**src/rtl/display_scan_ctrl_pkg.sv**
```systemverilog
// rtl/display_scan_ctrl_pkg.sv - shared constants for the countdown timer display scanner
package display_scan_ctrl_pkg;

  typedef enum logic [1:0] {
    ST_IDLE  = 2'd0,
    ST_BLANK = 2'd1,
    ST_DRIVE = 2'd2
  } scan_state_t;

  localparam logic [7:0] SEG_OFF      = 8'hFF;
  localparam logic [7:0] SEG_DOT_ONLY = 8'h7F;
  localparam logic [7:0] AN_ALL_OFF   = 8'hFF;

  // Active-low one-hot anode pattern for up to 8 digits; callers slice to width.
  function automatic logic [7:0] an_select(input int idx);
    logic [7:0] onehot;
    onehot = 8'h01 << idx;
    return ~onehot;
  endfunction

endpackage

```
**src/rtl/display_scan_ctrl_hex_to_7seg.sv**
```systemverilog
// rtl/display_scan_ctrl_hex_to_7seg.sv - hex nibble to active-low 7-segment code {dp,g..a}
module hex_to_7seg (
  input  logic [3:0] in,
  input  logic       dp,
  output logic [7:0] q
);

  logic [6:0] segs;

  always_comb begin
    segs = 7'h7F;
    case (in)
      4'h0: segs = 7'h40;
      4'h1: segs = 7'h79;
      4'h2: segs = 7'h24;
      4'h3: segs = 7'h30;
      4'h4: segs = 7'h19;
      4'h5: segs = 7'h12;
      4'h6: segs = 7'h02;
      4'h7: segs = 7'h78;
      4'h8: segs = 7'h00;
      4'h9: segs = 7'h10;
      4'hA: segs = 7'h08;
      4'hB: segs = 7'h03;
      4'hC: segs = 7'h46;
      4'hD: segs = 7'h21;
      4'hE: segs = 7'h06;
      4'hF: segs = 7'h0E;
      default: segs = 7'h7F;
    endcase
  end

  assign q = {dp, segs};

endmodule

```
**src/rtl/display_scan_ctrl.sv**
```systemverilog
// rtl/display_scan_ctrl.sv - multiplexed 7-segment scan with dead-time and leading-zero blanking
module display_scan_ctrl
  import display_scan_ctrl_pkg::*;
#(
  parameter int N_DIGITS = 4,
  parameter int DIV      = 100000,
  parameter int DEAD     = 16
) (
  input  logic                          clk,
  input  logic                          rst_n,
  input  logic                          en,
  input  logic [4*N_DIGITS-1:0]         value,
  input  logic [N_DIGITS-1:0]           dp_mask,
  input  logic                          lz_blank,
  output logic [N_DIGITS-1:0]           an,
  output logic [7:0]                    seg,
  output logic [$clog2(N_DIGITS)-1:0]   digit_idx
);

  localparam int IW = $clog2(N_DIGITS);
  localparam int CW = $clog2(DIV);
  localparam logic [CW-1:0]       CNT_LAST = CW'(DIV - 1);
  localparam logic [CW-1:0]       DEAD_C   = CW'(DEAD);
  localparam logic [IW-1:0]       IDX_LAST = IW'(N_DIGITS - 1);
  localparam logic [N_DIGITS-1:0] AN_OFF   = AN_ALL_OFF[N_DIGITS-1:0];

  scan_state_t          state, state_nxt;
  logic [CW-1:0]        cnt, cnt_nxt;
  logic [IW-1:0]        idx_nxt;
  logic                 latch;
  logic [N_DIGITS-1:0]  an_nxt;
  logic [7:0]           seg_nxt;
  logic [7:0]           an_full;
  logic [3:0]           lat_nib;
  logic                 lat_dot;
  logic                 lat_blank;
  logic [7:0]           conv_q;

  // Digit k is a leading zero when it and every more significant nibble are zero.
  function automatic logic lz_flag(input logic [4*N_DIGITS-1:0] v, input logic [IW-1:0] k);
    logic zero;
    zero = 1'b1;
    for (int d = 0; d < N_DIGITS; d++) begin
      if (d >= int'(k) && v[4*d +: 4] != 4'h0) zero = 1'b0;
    end
    return zero && (k != '0);
  endfunction

  hex_to_7seg u_conv (
    .in (lat_nib),
    .dp (~lat_dot),
    .q  (conv_q)
  );

  always_comb begin
    state_nxt = state;
    cnt_nxt   = cnt;
    idx_nxt   = digit_idx;
    latch     = 1'b0;
    an_nxt    = AN_OFF;
    seg_nxt   = SEG_OFF;
    an_full   = an_select(int'(digit_idx));

    if (!en) begin
      state_nxt = ST_IDLE;
      cnt_nxt   = '0;
      idx_nxt   = '0;
    end else begin
      case (state)
        ST_IDLE: begin
          state_nxt = ST_BLANK;
          cnt_nxt   = '0;
          idx_nxt   = '0;
          latch     = 1'b1;
        end
        default: begin
          if (cnt == CNT_LAST) begin
            cnt_nxt = '0;
            idx_nxt = (digit_idx == IDX_LAST) ? '0 : digit_idx + 1'b1;
            latch   = 1'b1;
          end else begin
            cnt_nxt = cnt + 1'b1;
          end
          state_nxt = (cnt_nxt < DEAD_C) ? ST_BLANK : ST_DRIVE;
        end
      endcase
    end

    // DRIVE is never entered on a slot-entry edge, so the latched digit is stable here.
    if (state_nxt == ST_DRIVE) begin
      if (lat_blank) begin
        if (lat_dot) begin
          an_nxt  = an_full[N_DIGITS-1:0];
          seg_nxt = SEG_DOT_ONLY;
        end
      end else begin
        an_nxt  = an_full[N_DIGITS-1:0];
        seg_nxt = conv_q;
      end
    end
  end

  always_ff @(posedge clk or negedge rst_n) begin
    if (!rst_n) begin
      state     <= ST_IDLE;
      cnt       <= '0;
      digit_idx <= '0;
      an        <= AN_OFF;
      seg       <= SEG_OFF;
      lat_nib   <= 4'h0;
      lat_dot   <= 1'b0;
      lat_blank <= 1'b0;
    end else begin
      state     <= state_nxt;
      cnt       <= cnt_nxt;
      digit_idx <= idx_nxt;
      an        <= an_nxt;
      seg       <= seg_nxt;
      if (latch) begin
        lat_nib   <= value[4*idx_nxt +: 4];
        lat_dot   <= dp_mask[idx_nxt];
        lat_blank <= lz_blank & lz_flag(value, idx_nxt);
      end
    end
  end

endmodule

```
**config.mk**
```make
export PLATFORM = sky130hd
export DESIGN_NAME = display_scan_ctrl
export DESIGN_NICKNAME = d
export VERILOG_FILES = /design/src/rtl/display_scan_ctrl_pkg.sv /design/src/rtl/display_scan_ctrl_hex_to_7seg.sv /design/src/rtl/display_scan_ctrl.sv
export SDC_FILE = /design/constraint.sdc
export NUM_CORES = 1
export LEC_CHECK = 0
export BUFFER_PORTS_ARGS = -buffer_cell sky130_fd_sc_hd__buf_2
export CORE_UTILIZATION = 50
export DETAILED_ROUTE_END_ITERATION = 16
export PLACE_DENSITY = 0.81
export SYNTH_ARGS = -nofsm -noshare
export SYNTH_HDL_FRONTEND = slang
export SYNTH_HIERARCHICAL = 1
export SYNTH_SLANG_ARGS = --single-unit
```
**constraint.sdc**
```tcl
create_clock -name clk -period 4.7 [get_ports clk]
set_clock_uncertainty 0.15 [all_clocks]
set_input_delay 0.705 -clock clk [delete_from_list [all_inputs] [get_ports clk]]
set_output_delay 0.705 -clock clk [all_outputs]
set_load 0.02 [all_outputs]
```
# Word-level counts from Yosys, hierarchy flattened
# Memory sizes are Yosys's and may differ from the RTL's.
# Index checks and enable logic that the tools add are counted.
dict set report word_totals {
  inputBits 24
  reg_bits 39
  latch_bits 0
  word_cells 62
  ramBits 0
  out_inout_bits 14
  n_memories 1
  romBits 112
}
# memory words word_bits rd rd_clocked_by_memory_dff wr line
set mem_list {}
lappend mem_list {{(no name shown)} 16 7 1 0 0 display_scan_ctrl_hex_to_7seg.sv:12} ;# case (in)
dict set report classes {
  mux 28
  reduce_logical 10
  shifts 2
  multipliers 0
  add_sub_neg 2
  n_lt_le_gt_ge 5
  bitwise 3
  div 0
  eq_ne 3
}
# operator count
set ops {}
lappend ops {{17-bit two-way mux} 5}
lappend ops {{8-bit two-way mux} 3}
lappend ops {{17-bit by 1-bit adder with 17-bit output, second input constant} 1}
lappend ops {{17-bit == test, second input constant} 1}
lappend ops {{17-bit by 5-bit < comparator with 1-bit output, second input constant} 1}
lappend ops {{4-bit nonzero test} 4}
lappend ops {{16-bit by 5-bit variable part select with 4-bit output} 1}
lappend ops {{2-bit two-way mux} 7}
lappend ops {{4-bit two-way mux} 3}
lappend ops {{1-bit two-way mux} 9}
lappend ops {{2-bit == test, second input constant} 2}
lappend ops {{1-bit by 2-bit greater-or-equal comparator with 1-bit output, first input constant} 2}
lappend ops {{1-bit logical AND} 4}
lappend ops {{4-bit inverter} 1}
lappend ops {{1-bit by 2-bit left shift with 4-bit output, first input constant} 1}
lappend ops {{2-bit by 3-bit < comparator with 1-bit output, second input constant} 1}
lappend ops {{2-bit by 1-bit adder with 2-bit output, second input constant} 1}
lappend ops {{1-bit binary-select mux with 2-bit select} 1}
lappend ops {{2-bit greater-or-equal comparator, first input constant} 1}
lappend ops {{2-bit logical NOT} 1}
lappend ops {{2-bit nonzero test} 1}
lappend ops {{1-bit AND} 1}
lappend ops {{1-bit inverter} 1}

# Logic depth before layout (Yosys ltp)
dict set report logic_depth {
  word_depth 14
  depth_mapped 9
  mapped_depth_nobuf 8
}

# Modules after synthesis
# The synthesis kept the hierarchy.
# mod instances cells_each seq_area_each_um2 area_each_um2
set modules_own_cells {}
lappend modules_own_cells {display_scan_ctrl 1 250 991.0 2419.8}
lappend modules_own_cells {hex_to_7seg 1 33 0.0 282.8}

# Least setup slack after synthesis
# OpenSTA, ideal clock, no wires.
dict set report synth_timing {
  kind {register -> register}
  startpoint {register cnt[0]}
  endpoint {register lat_nib[3]}
  period_less_slack_ns 2.160
  required_ns 4.481
  n_path_buf 1
  arrival_ns 1.941
  path_slack_ns 2.540
  stages_incl_launch_ff 9
  setup_time_ns 0.069
  cell_sequence {dfrtp_1 ha_1 and4_1 and4_4 buf_4 o21ai_2 nor2_4 or4b_1 nand3_1}
}
dict set report synth_between {
  elab_chain_cells 5
  elab_cells_between_ends 8
  cone_classes {1 x eq/ne; 1 x shift; 6 x mux}
}
# item line
set synth_lines {}
lappend synth_lines {{start, declared} display_scan_ctrl.sv:28} ;# logic [CW-1:0] cnt, cnt_nxt;
lappend synth_lines {{start signal, assigned} display_scan_ctrl.sv:115} ;# cnt <= cnt_nxt;
lappend synth_lines {{17-bit == test *} display_scan_ctrl.sv:77} ;# if (cnt == CNT_LAST) begin
lappend synth_lines {{2-bit two-way mux} display_scan_ctrl.sv:77}
lappend synth_lines {{2-bit two-way mux} display_scan_ctrl.sv:69} ;# case (state)
lappend synth_lines {{2-bit two-way mux} display_scan_ctrl.sv:64} ;# if (!en) begin
lappend synth_lines {{16-bit by 5-bit variable part select with 4-bit output} display_scan_ctrl.sv:120} ;# lat_nib <= value[4*idx_nxt +: 4];
lappend synth_lines {{end signal, assigned} display_scan_ctrl.sv:120}
lappend synth_lines {{end, declared} display_scan_ctrl.sv:34} ;# logic [3:0] lat_nib;
# Mark *: on every way between the ends. The rest lies on a longest branch, timed or not.
# A chain may end at the register's enable or synchronous reset.

# Worst setup path in the final report
dict set report layout_timing {
  startpoint {register cnt[7]}
  endpoint {register lat_nib[3]}
}
# Same word-level chain as after synthesis.

==> results.ini <==
[route]
ant_nets = 0
firstDrtPassIters = 4
post-route-drc-count = 0
wl_per_cell_um = 14.6
drtIter0Drc = 129
drt_wl_total_um = 5550
vias = 2169
viasPerCell = 5.71

[logic_synthesis]
synth_top_cell_area_share_pct = 25.0
ys_seq_elements = 39
syn-num-nets = 319
ys_seq_area_share_pct = 36.7
yosysMostFrequentCell = nor2_1
syn_area_sq_um = 2700
yosysTopAreaCell = dfrtp_1
synth_commonest_cells = 30 x nor2_1, 27 x dfrtp_1, 26 x nand2_1
synth_edf_count = 0
async_reset_ff_share_pct = 100
syn_inst = 283
synth_flop_cell = dfrtp_1
yosysUniqueCellTypes = 57
synth.avg_cell_area_sq_um = 9.55
synthTopCellsByArea = dfrtp_1 25%, dfstp_2 12%, ha_1 5.6%
yosysWarningCount = 6

[sta]
setup_viol = 0
tns_ps = 0
tightest_slew_ps = 833
setup_slack_ps = 1770
slew_headroom_pct = 44.4
rsz0062_at_grt = false
hold_violations = 0
fin_crit_sh_pct = 62.3
max_freq_mhz = 342
final.min_clock_period_ps = 2930
maxSlewViolCount = 0

[power]
internal_power_mw = 0.552
seq_power_share_pct = 49.1
p_switching_mw = 0.175
clockPowerShare_pct = 39.5
totalPowerFinal_mw = 0.727
p_leak_nw = 1.22
p_sw_share_pct = 24.0
cellPowerDensity_nw_per_um2 = 243
pwr-share-comb_pct = 11.4
ir_drop_mv = 0.236

[worst_setup_path]
crit_required_ps = 4770
cpMaxStageDelayCell = dfrtp_1
reg2reg_from = cnt[7]
critPathLaunchType = flop
crit_path_max_fanout = 17
path_class = reg2reg
crit_path_start = cnt[7]
crit_chain = and4_1 -> nand4_1 -> nand2_1 -> nor3_1 -> or4b_1 -> nand3_1
end_kind = flop
arrival_ps = 3000
cp_slowest_stage_delay_ps = 620

[place]
globalplace.congestion = 0.908
port_buffers = 37
place_hpwl_um = 4030
preCtsSetupSlack_ps = 1840

[clock_network]
cts_inserted_buffers = 5
htree_levels = 2
clkLatencyLatePin_ps = 280
clock_sinks = 39
hold_buffers = 0
cts_root_buf = clkbuf_8
clkTransAtPathRegs_ps = 80
cts.path.max_buffers = 2
post_cts.repair.setup_buffers = 0
cts_tree = done
cts_resized = 0

[outcome]
status = complete, no violations

[finish]
drive_above_1_share_pct = 24.5
num-nets-final = 345
antennaDiodeCount = 0
syn_to_final_growth_pct = 10.5
final_util_pct = 57.7

[die]
initial_core_util_pct = 52.2
chipHeight_um = 75.5
core_area_sq_um = 5170
ioPinCount = 38
die_w_um = 75.5
die-area_sq_um = 5700
placementRows = 26

[grt]
grt_max_degree = 40
grt_pass1_vias = 1865
antenna_found_initial = 0
grt_pass1_wl_um = 8960
grt-ovfl-total = 0
grt_usage_pct = 20.6

[worst_hold_path]
min-delay-start = cnt[0]
hold_class = reg2reg

[flow_run]
maxCapViolations = 0

-- logic make-up after synthesis --
group / Yosys count / share of synthesized area, %
AO/OA/AOI/OAI: 61 / 16.9
XOR/XNOR: 20 / 6.48
adder cells (fa/ha/maj): 12 / 5.56
buffers and inverters: 27 / 5.51
flip-flops: 39 / 36.7
multiplexers: 12 / 5.79
AND/OR/NAND/NOR: 112 / 23.1
-- cells in the final DEF, fill, tap and decap left out, drive strengths merged, types with 5 or more instances in the layout --
cell type  instances
nand4              8
nor4               5
buf               37
nand2             26
clkbuf             7
o21bai             7
a21o               5
xor2              10
o211ai            14
and4               5
ha                12
nor2              32
nor3               5
mux2i              5
nand3             10
inv               10
dfrtp             27
o21ai             14
dfstp             12
mux2               6
and3               6
xnor2             10
-- worst paths after layout --
kind / slack (ps) / depth (start not counted) / to
min reg2reg: 340 / 1 / cnt[0]
max in group asynchronous: 3500 / 1 / state[1]
max: 1770 / 6 / lat_nib[3]
min in group asynchronous: 350 / 1 / cnt[7]
min: 340 / 1 / cnt[0]
max reg2reg: 1770 / 6 / lat_nib[3]
-- stage by stage --
stage | hold WS [ps] | std cells | cell area (sq um)
finish | 341 | 380 | 2990
global route | 379 | 380 | 2990
CTS | 339 | 380 | 2990
detailed placement | 328 | 372 | 2860
global placement | 310 | 372 | 2860
floorplan | 259 | 283 | 2700
-- routing by layer --
layer / up-vias / share of wire (%) / track usage [%]
met5: - / 0 / 0
met2: 65 / 45 / 30.3
met3: 6 / 5.0 / 3.84
met1: 1017 / 49 / 31.9
met4: 0 / 1.1 / 3.91
li1: 1081 / - / -
-- state kept, by name, indices dropped and copies added, names as in the netlist --
register and flops:
cnt 17, lat_dot 1, seg 8, an 4
lat_blank 1, digit_idx 2, state 2, lat_nib 4
-- area by class of cell --
cell class	instances	area, sq um
Sequential cell	39	991
Clock buffer	7	119
Inverter	9	33.8
Clock inverter	1	6.26
Tap cell	70	87.6
Multi-Input combinational cell	217	1560
Timing Repair Buffer	37	185
Fill cell	446	2190
-- power groups by stage --
stage	combinational [mW]	clock, mW	sequential (mW)
floorplan	0.0628	0	0.355
global placement	0.0797	0	0.362
detailed placement	0.0828	0	0.363
CTS	0.0832	0.292	0.356
global route	0.0943	0.306	0.359
finish	0.0831	0.287	0.357
-- worst max-delay path: cells and delay by family (launching register included) --
| kind | cells | cell delay (ps) |
|---|---|---|
| AND/OR/NAND/NOR | 6 | 2100 |
| flip-flops | 1 | 620 |
Power figures use the tool's default switching activity.
